<file path="config.mk">
export PLATFORM = sky130hd
export DESIGN_NAME = microcode_sequencer
export DESIGN_NICKNAME = d
export VERILOG_FILES = /design/src/rtl/microcode_sequencer.sv
export SDC_FILE = /design/constraint.sdc
export NUM_CORES = 2
export LEC_CHECK = 0
export ABC_AREA = 1
export BUFFER_PORTS_ARGS = -buffer_cell sky130_fd_sc_hd__buf_2
export CAP_MARGIN = 40
export CORE_MARGIN = 4
export CORE_UTILIZATION = 50
export CTS_CLUSTER_SIZE = 8
export DETAILED_ROUTE_END_ITERATION = 7
export PLACE_DENSITY = 0.65
export SETUP_SLACK_MARGIN = 0.05
export SYNTH_ARGS = -nofsm -noshare
export SYNTH_HDL_FRONTEND = slang
export SYNTH_SLANG_ARGS = --single-unit
</file>
<file path="constraint.sdc">
create_clock -name i_clock -period 3.77 [get_ports i_clock]
set_input_delay 0.377 -clock i_clock [delete_from_list [all_inputs] [get_ports i_clock]]
set_output_delay 0.377 -clock i_clock [all_outputs]
set_load 0.1 [all_outputs]
</file>
<file path="src/rtl/microcode_sequencer.sv">
// Table-driven control sequencer: fixed fetch words, RAM-defined execute steps.
// Supports conditional steps, single-step mode, halt and runaway detection.
module microcode_sequencer #(
    parameter int INSTR_WIDTH  = 16,
    parameter int OPCODE_LSB   = 8,
    parameter int OPCODE_WIDTH = 4,
    parameter int MAX_STEPS    = 8,
    parameter int CTRL_WIDTH   = 16,
    parameter int FLAG_COUNT   = 4,
    parameter int HALT_BIT     = 15,
    parameter logic [CTRL_WIDTH-1:0] FETCH_WORD0 = 16'h4004,
    parameter logic [CTRL_WIDTH-1:0] FETCH_WORD1 = 16'h1408,
    localparam int STEP_BITS    = $clog2(MAX_STEPS),
    localparam int FSEL_BITS    = $clog2(FLAG_COUNT),
    localparam int UC_WIDTH     = CTRL_WIDTH + 2 + FSEL_BITS,
    localparam int UC_ADDR_BITS = OPCODE_WIDTH + STEP_BITS
) (
    input  logic                    i_clock,
    input  logic                    i_reset,
    input  logic [INSTR_WIDTH-1:0]  i_instruction,
    input  logic [FLAG_COUNT-1:0]   i_flags,
    input  logic                    i_run,
    input  logic                    i_step_pulse,
    input  logic                    i_uc_we,
    input  logic [UC_ADDR_BITS-1:0] i_uc_addr,
    input  logic [UC_WIDTH-1:0]     i_uc_wdata,
    output logic [CTRL_WIDTH-1:0]   o_control,
    output logic [STEP_BITS-1:0]    o_step,
    output logic                    o_halted,
    output logic                    o_instr_done,
    output logic                    o_error
);

    localparam logic [STEP_BITS-1:0] LAST_STEP = STEP_BITS'(MAX_STEPS - 1);
    localparam logic [STEP_BITS-1:0] STEP_ONE  = STEP_BITS'(1);
    localparam logic [CTRL_WIDTH-1:0] HALT_MASK = CTRL_WIDTH'(1) << HALT_BIT;

    logic [UC_WIDTH-1:0]     mem [2**UC_ADDR_BITS];
    logic [STEP_BITS-1:0]    step;
    logic [OPCODE_WIDTH-1:0] opcode;
    logic [UC_WIDTH-1:0]     word;
    logic [CTRL_WIDTH-1:0]   uc_ctl;
    logic                    uc_last;
    logic                    uc_cond_en;
    logic [FSEL_BITS-1:0]    uc_cond_sel;
    logic                    cond_fail;
    logic                    advance;
    logic [CTRL_WIDTH-1:0]   nxt_ctl;
    logic                    ends;
    logic                    runaway;
    logic                    unused_instr_bits;

    assign opcode      = i_instruction[OPCODE_LSB +: OPCODE_WIDTH];
    assign word        = mem[{opcode, step}];
    assign uc_ctl      = word[CTRL_WIDTH-1:0];
    assign uc_last     = word[CTRL_WIDTH];
    assign uc_cond_en  = word[CTRL_WIDTH+1];
    assign uc_cond_sel = word[CTRL_WIDTH+2 +: FSEL_BITS];
    assign cond_fail   = uc_cond_en && !i_flags[uc_cond_sel];
    assign advance     = !o_halted && (i_run || i_step_pulse);
    assign o_step      = step;

    assign unused_instr_bits =
        ^{i_instruction[INSTR_WIDTH-1:OPCODE_LSB+OPCODE_WIDTH],
          i_instruction[OPCODE_LSB-1:0]};

    // Microcode store; read above sees the pre-write contents on the same edge.
    always_ff @(posedge i_clock) begin
        if (i_uc_we)
            mem[i_uc_addr] <= i_uc_wdata;
    end

    // Pick the word to issue for the current step and decide if it ends the instruction.
    always_comb begin
        nxt_ctl = '0;
        ends    = 1'b0;
        runaway = 1'b0;
        unique case (1'b1)
            (step == '0): nxt_ctl = FETCH_WORD0;
            (step == STEP_ONE): nxt_ctl = FETCH_WORD1;
            (step > STEP_ONE && cond_fail): ends = 1'b1;
            default: begin
                nxt_ctl = uc_ctl;
                if (uc_last) begin
                    ends = 1'b1;
                end else if (step == LAST_STEP) begin
                    ends    = 1'b1;
                    runaway = 1'b1;
                end
            end
        endcase
    end

    // Step counter, registered control lines and sticky status flags.
    always_ff @(posedge i_clock) begin
        if (i_reset) begin
            step         <= '0;
            o_control    <= '0;
            o_halted     <= 1'b0;
            o_instr_done <= 1'b0;
            o_error      <= 1'b0;
        end else if (o_halted) begin
            o_control    <= HALT_MASK;
            o_instr_done <= 1'b0;
        end else if (!advance) begin
            o_control    <= '0;
            o_instr_done <= 1'b0;
        end else begin
            o_control    <= nxt_ctl;
            o_instr_done <= ends;
            step         <= ends ? '0 : step + STEP_ONE;
            if (runaway)
                o_error <= 1'b1;
            if (nxt_ctl[HALT_BIT])
                o_halted <= 1'b1;
        end
    end

endmodule

</file>
==> results.py <==
metrics = {
    "setup_path": {
        "cp_slowest_stage_delay_ps": 480,
        "crit_fanout": 42,
        "cpMostUsedCell": "nand3_1",
        "critical_path_class": "reg2reg",
        "crit_path_start_kind": "flip-flop",
        "arrival_ps": 4380,
        "ff2ff_setup_slack_ps": 190,
        "critPathSlowestCell": "buf_4",
        "cp.required_ps": 4570,
        "end_kind": "flip-flop",
        "r2r_cells": 15,
        "worstPathCellList": "inv_8 -> buf_4 -> nand2_1 -> nand3_1 -> nand3_1 -> nand3_1 -> nand3_1 -> nand3_1 -> nand3_1 -> nand2_1 -> nand3b_1 -> nand3_2 -> nand3_1 -> buf_4 -> nor2_1",
    },
    "grt": {
        "grt_max_degree": 132,
        "grt_usage_pct": 27.23,
        "grt_pass1_vias": 63940,
        "grt_first_pass_wirelength_um": 428000,
        "antenna_found_initial": 12,
        "globalRouteOverflowTotal": 0,
    },
    "yosys": {
        "async_flop_share_pct": 0,
        "yosysMostFrequentCell": "edfxtp_1",
        "ys_ff_latch": 2581,
        "synth_area_leaders": "edfxtp_1 (75%), nand2_1 (5.5%), nand3_1 (3.7%)",
        "ys_types": 36,
        "syn_avg_cell_area_um2": 13.20,
        "netlist_top_cells_count": "edfxtp_1 (2560), nand2_1 (1515), nand3_1 (757), nor2_1 (627), o21ai_0 (570)",
        "synth_top_area_share_pct": 74.82,
        "synth_edf_count": 2560,
        "synth_area_um2": 102700,
        "yosysTopAreaCell": "edfxtp_1",
        "syn_nets": 7842,
        "netlist_instances": 7786,
        "synth_ff_type": "edfxtp_1",
        "synth_seq_area_share_pct": 75.23,
        "ys_warn_count": 0,
    },
    "clock_network": {
        "cts-resized-gates": 0,
        "cts_tree": "built",
        "clkSlewWorstSetupHoldPaths_ps": 50,
        "clk_latency_ps": 940,
        "cts_num_sinks": 2581,
        "cts_buffers": 372,
        "cts_max_path_buffers": 4,
        "cts-htree-levels": 5,
        "root_buffer": "clkbuf_16",
    },
    "routing": {
        "wl_per_cell_um": 27.08,
        "drt-total-wl_um": 292800,
        "drt_iter0_markers": 8774,
        "dr_total_vias": 67400,
        "first_pass_iters": 8,
        "drc": 0,
        "via_per_inst": 6.236,
        "ant_nets": 0,
    },
    "floorplan": {
        "pin_count": 74,
        "die_w_um": 461.3,
        "coreArea_um2": 204600,
        "die_h_um": 461.3,
        "initial_utilization_pct": 50.22,
        "rows": 166,
        "die-area_um2": 212800,
    },
    "power": {
        "clockPowerShare_pct": 36.1,
        "worst_ir_drop_vdd_uv": 839.4,
        "seqPwrFrac_pct": 40.2,
        "power_switching_mw": 24.40,
        "internal-power_mw": 55.12,
        "swShare_pct": 30.69,
        "combPwrFrac_pct": 23.6,
        "power.leakage_nw": 39.49,
        "power_density_nw_per_um2": 675.7,
    },
    "sta": {
        "fin_setup_tns_ps": 0,
        "rsz0062_at_grt": "no",
        "period_share_pct": 94.98,
        "fin_skew_ps": 45.81,
        "hold_viol": 0,
        "min_period_ps": 3581,
        "finalMaxSlewViolations": 0,
        "relSlewSlack_pct": 38.11,
        "max_freq_mhz": 279.3,
        "hold_slack_ps": 55.57,
        "worstMarginPinSlew_ps": 928.3,
        "setup_viol_count_final": 0,
    },
    "flow_run": {
        "max_cap_viol_count": 0,
    },
    "placed_design": {
        "io_buffer_count": 61,
        "dpl_cell_area_um2": 107700,
        "dp_hpwl_um": 161300,
        "dpl.cell_count": 10350,
        "gp_congestion": 0.8845,
    },
    "final_layout": {
        "fin_util_pct": 57.53,
        "syn_to_final_growth_pct": 14.56,
        "final_cells": 10810,
        "final_nets": 8108,
        "drive_above_1_share_pct": 12.15,
        "finalInstanceArea_um2": 117700,
    },
    "status": {
        "status": "finished, final reports clean",
    },
    "worst_hold_path": {
        "worstHoldPathType": "in2reg",
        "hold_depth": 1,
    },
}
per-layer routing:
metal / track usage (%) / vias to the layer above / part of all wire (%)
li1: - / 29400 / -
met1: 37.65 / 33570 / 39
met2: 42.05 / 3780 / 46
met3: 5.405 / 648 / 10
met4: 12.25 / 2 / 4.7
met5: 0 / - / 0.0038
power by group through the flow:
stage / logic [mW] / registers (mW) / clock network (mW)
6_report: 18.8 / 32.0 / 28.7
5_1_grt: 20.3 / 32.0 / 30.4
4_1_cts: 18.6 / 32.0 / 29.0
3_5_place_dp: 18.5 / 32.5 / 0
3_3_place_gp: 18.1 / 32.5 / 0
2_1_floorplan: 12.0 / 32.9 / 0
state kept, by name (all words and copies together) (netlist names):
register      count
mem            2560
o_control        16
o_step            3
o_error           1
o_instr_done      1
worst paths after layout:
| check | start | endpoint |
|---|---|---|
| hold / removal | i_uc_wdata[15] | mem[4][15]$_DFFE_PP_ |
| setup reg to reg | o_step[0]$_SDFFE_PP0P_ | o_control[5]$_SDFF_PP0_ |
| hold reg to reg | o_control[15]$_SDFF_PP0_ | o_control[15]$_SDFF_PP0_ |
| setup / recovery | o_step[0]$_SDFFE_PP0P_ | o_control[5]$_SDFF_PP0_ |
worst max-delay path, delay by kind of cell, from the launching register on:
family,cells,cell delay (ps)
AND/OR/NAND/NOR,12,1850
buffers and inverters,3,1050
flip-flops,1,450
per-stage QoR:
step / total power [mW] / setup WS (ps)
floorplan: 44.84 / 677.2
global placement: 50.66 / 348.5
detailed placement: 51.01 / 361.6
CTS: 79.65 / 324.4
global route: 82.69 / 65.23
finish: 79.53 / 189.4
kinds of logic after synthesis:
family / after synthesis / synth area share [%]
buf+inv: 668 / 3.411
compound gates: 1605 / 9.620
flops: 2581 / 75.23
fa+ha+maj: 4 / 0.04872
simple gates: 2928 / 11.69
cells in the final DEF (no fill, tap or decap), types with 44 or more instances in the layout:
cell | netlist | layout
edfxtp_1 | 2560 | 2560
nand2_1 | 1515 | 1515
nand3_1 | 757 | 757
o21ai_0 | 570 | 570
nor2_1 | 627 | 499
a21oi_1 | 383 | 383
clkbuf_16 | 0 | 382
buf_4 | 114 | 319
o22ai_1 | 144 | 144
a221oi_1 | 144 | 144
nor2_2 | 0 | 128
inv_1 | 93 | 90
o211ai_1 | 90 | 90
o221ai_1 | 90 | 90
a311oi_1 | 84 | 84
buf_12 | 1 | 78
clkbuf_1 | 133 | 44
final cells by class:
class / count / area [µm²]
clock buffer: 426 / 9724
inverter: 97 / 401.6
antenna: 12 / 30.03
tap: 2688 / 3363
sequential: 2581 / 77310
timing repair buffer: 463 / 4566
multi-input combinational: 4537 / 22260
clock inverter: 5 / 51.30
fill: 15700 / 86880
repair_timing:
item                                   CTS  global route
hold buffers                            18             0
buffers inserted                         0             0
endpoints found under the hold margin  301             0
Power figures use the tool's default switching activity.
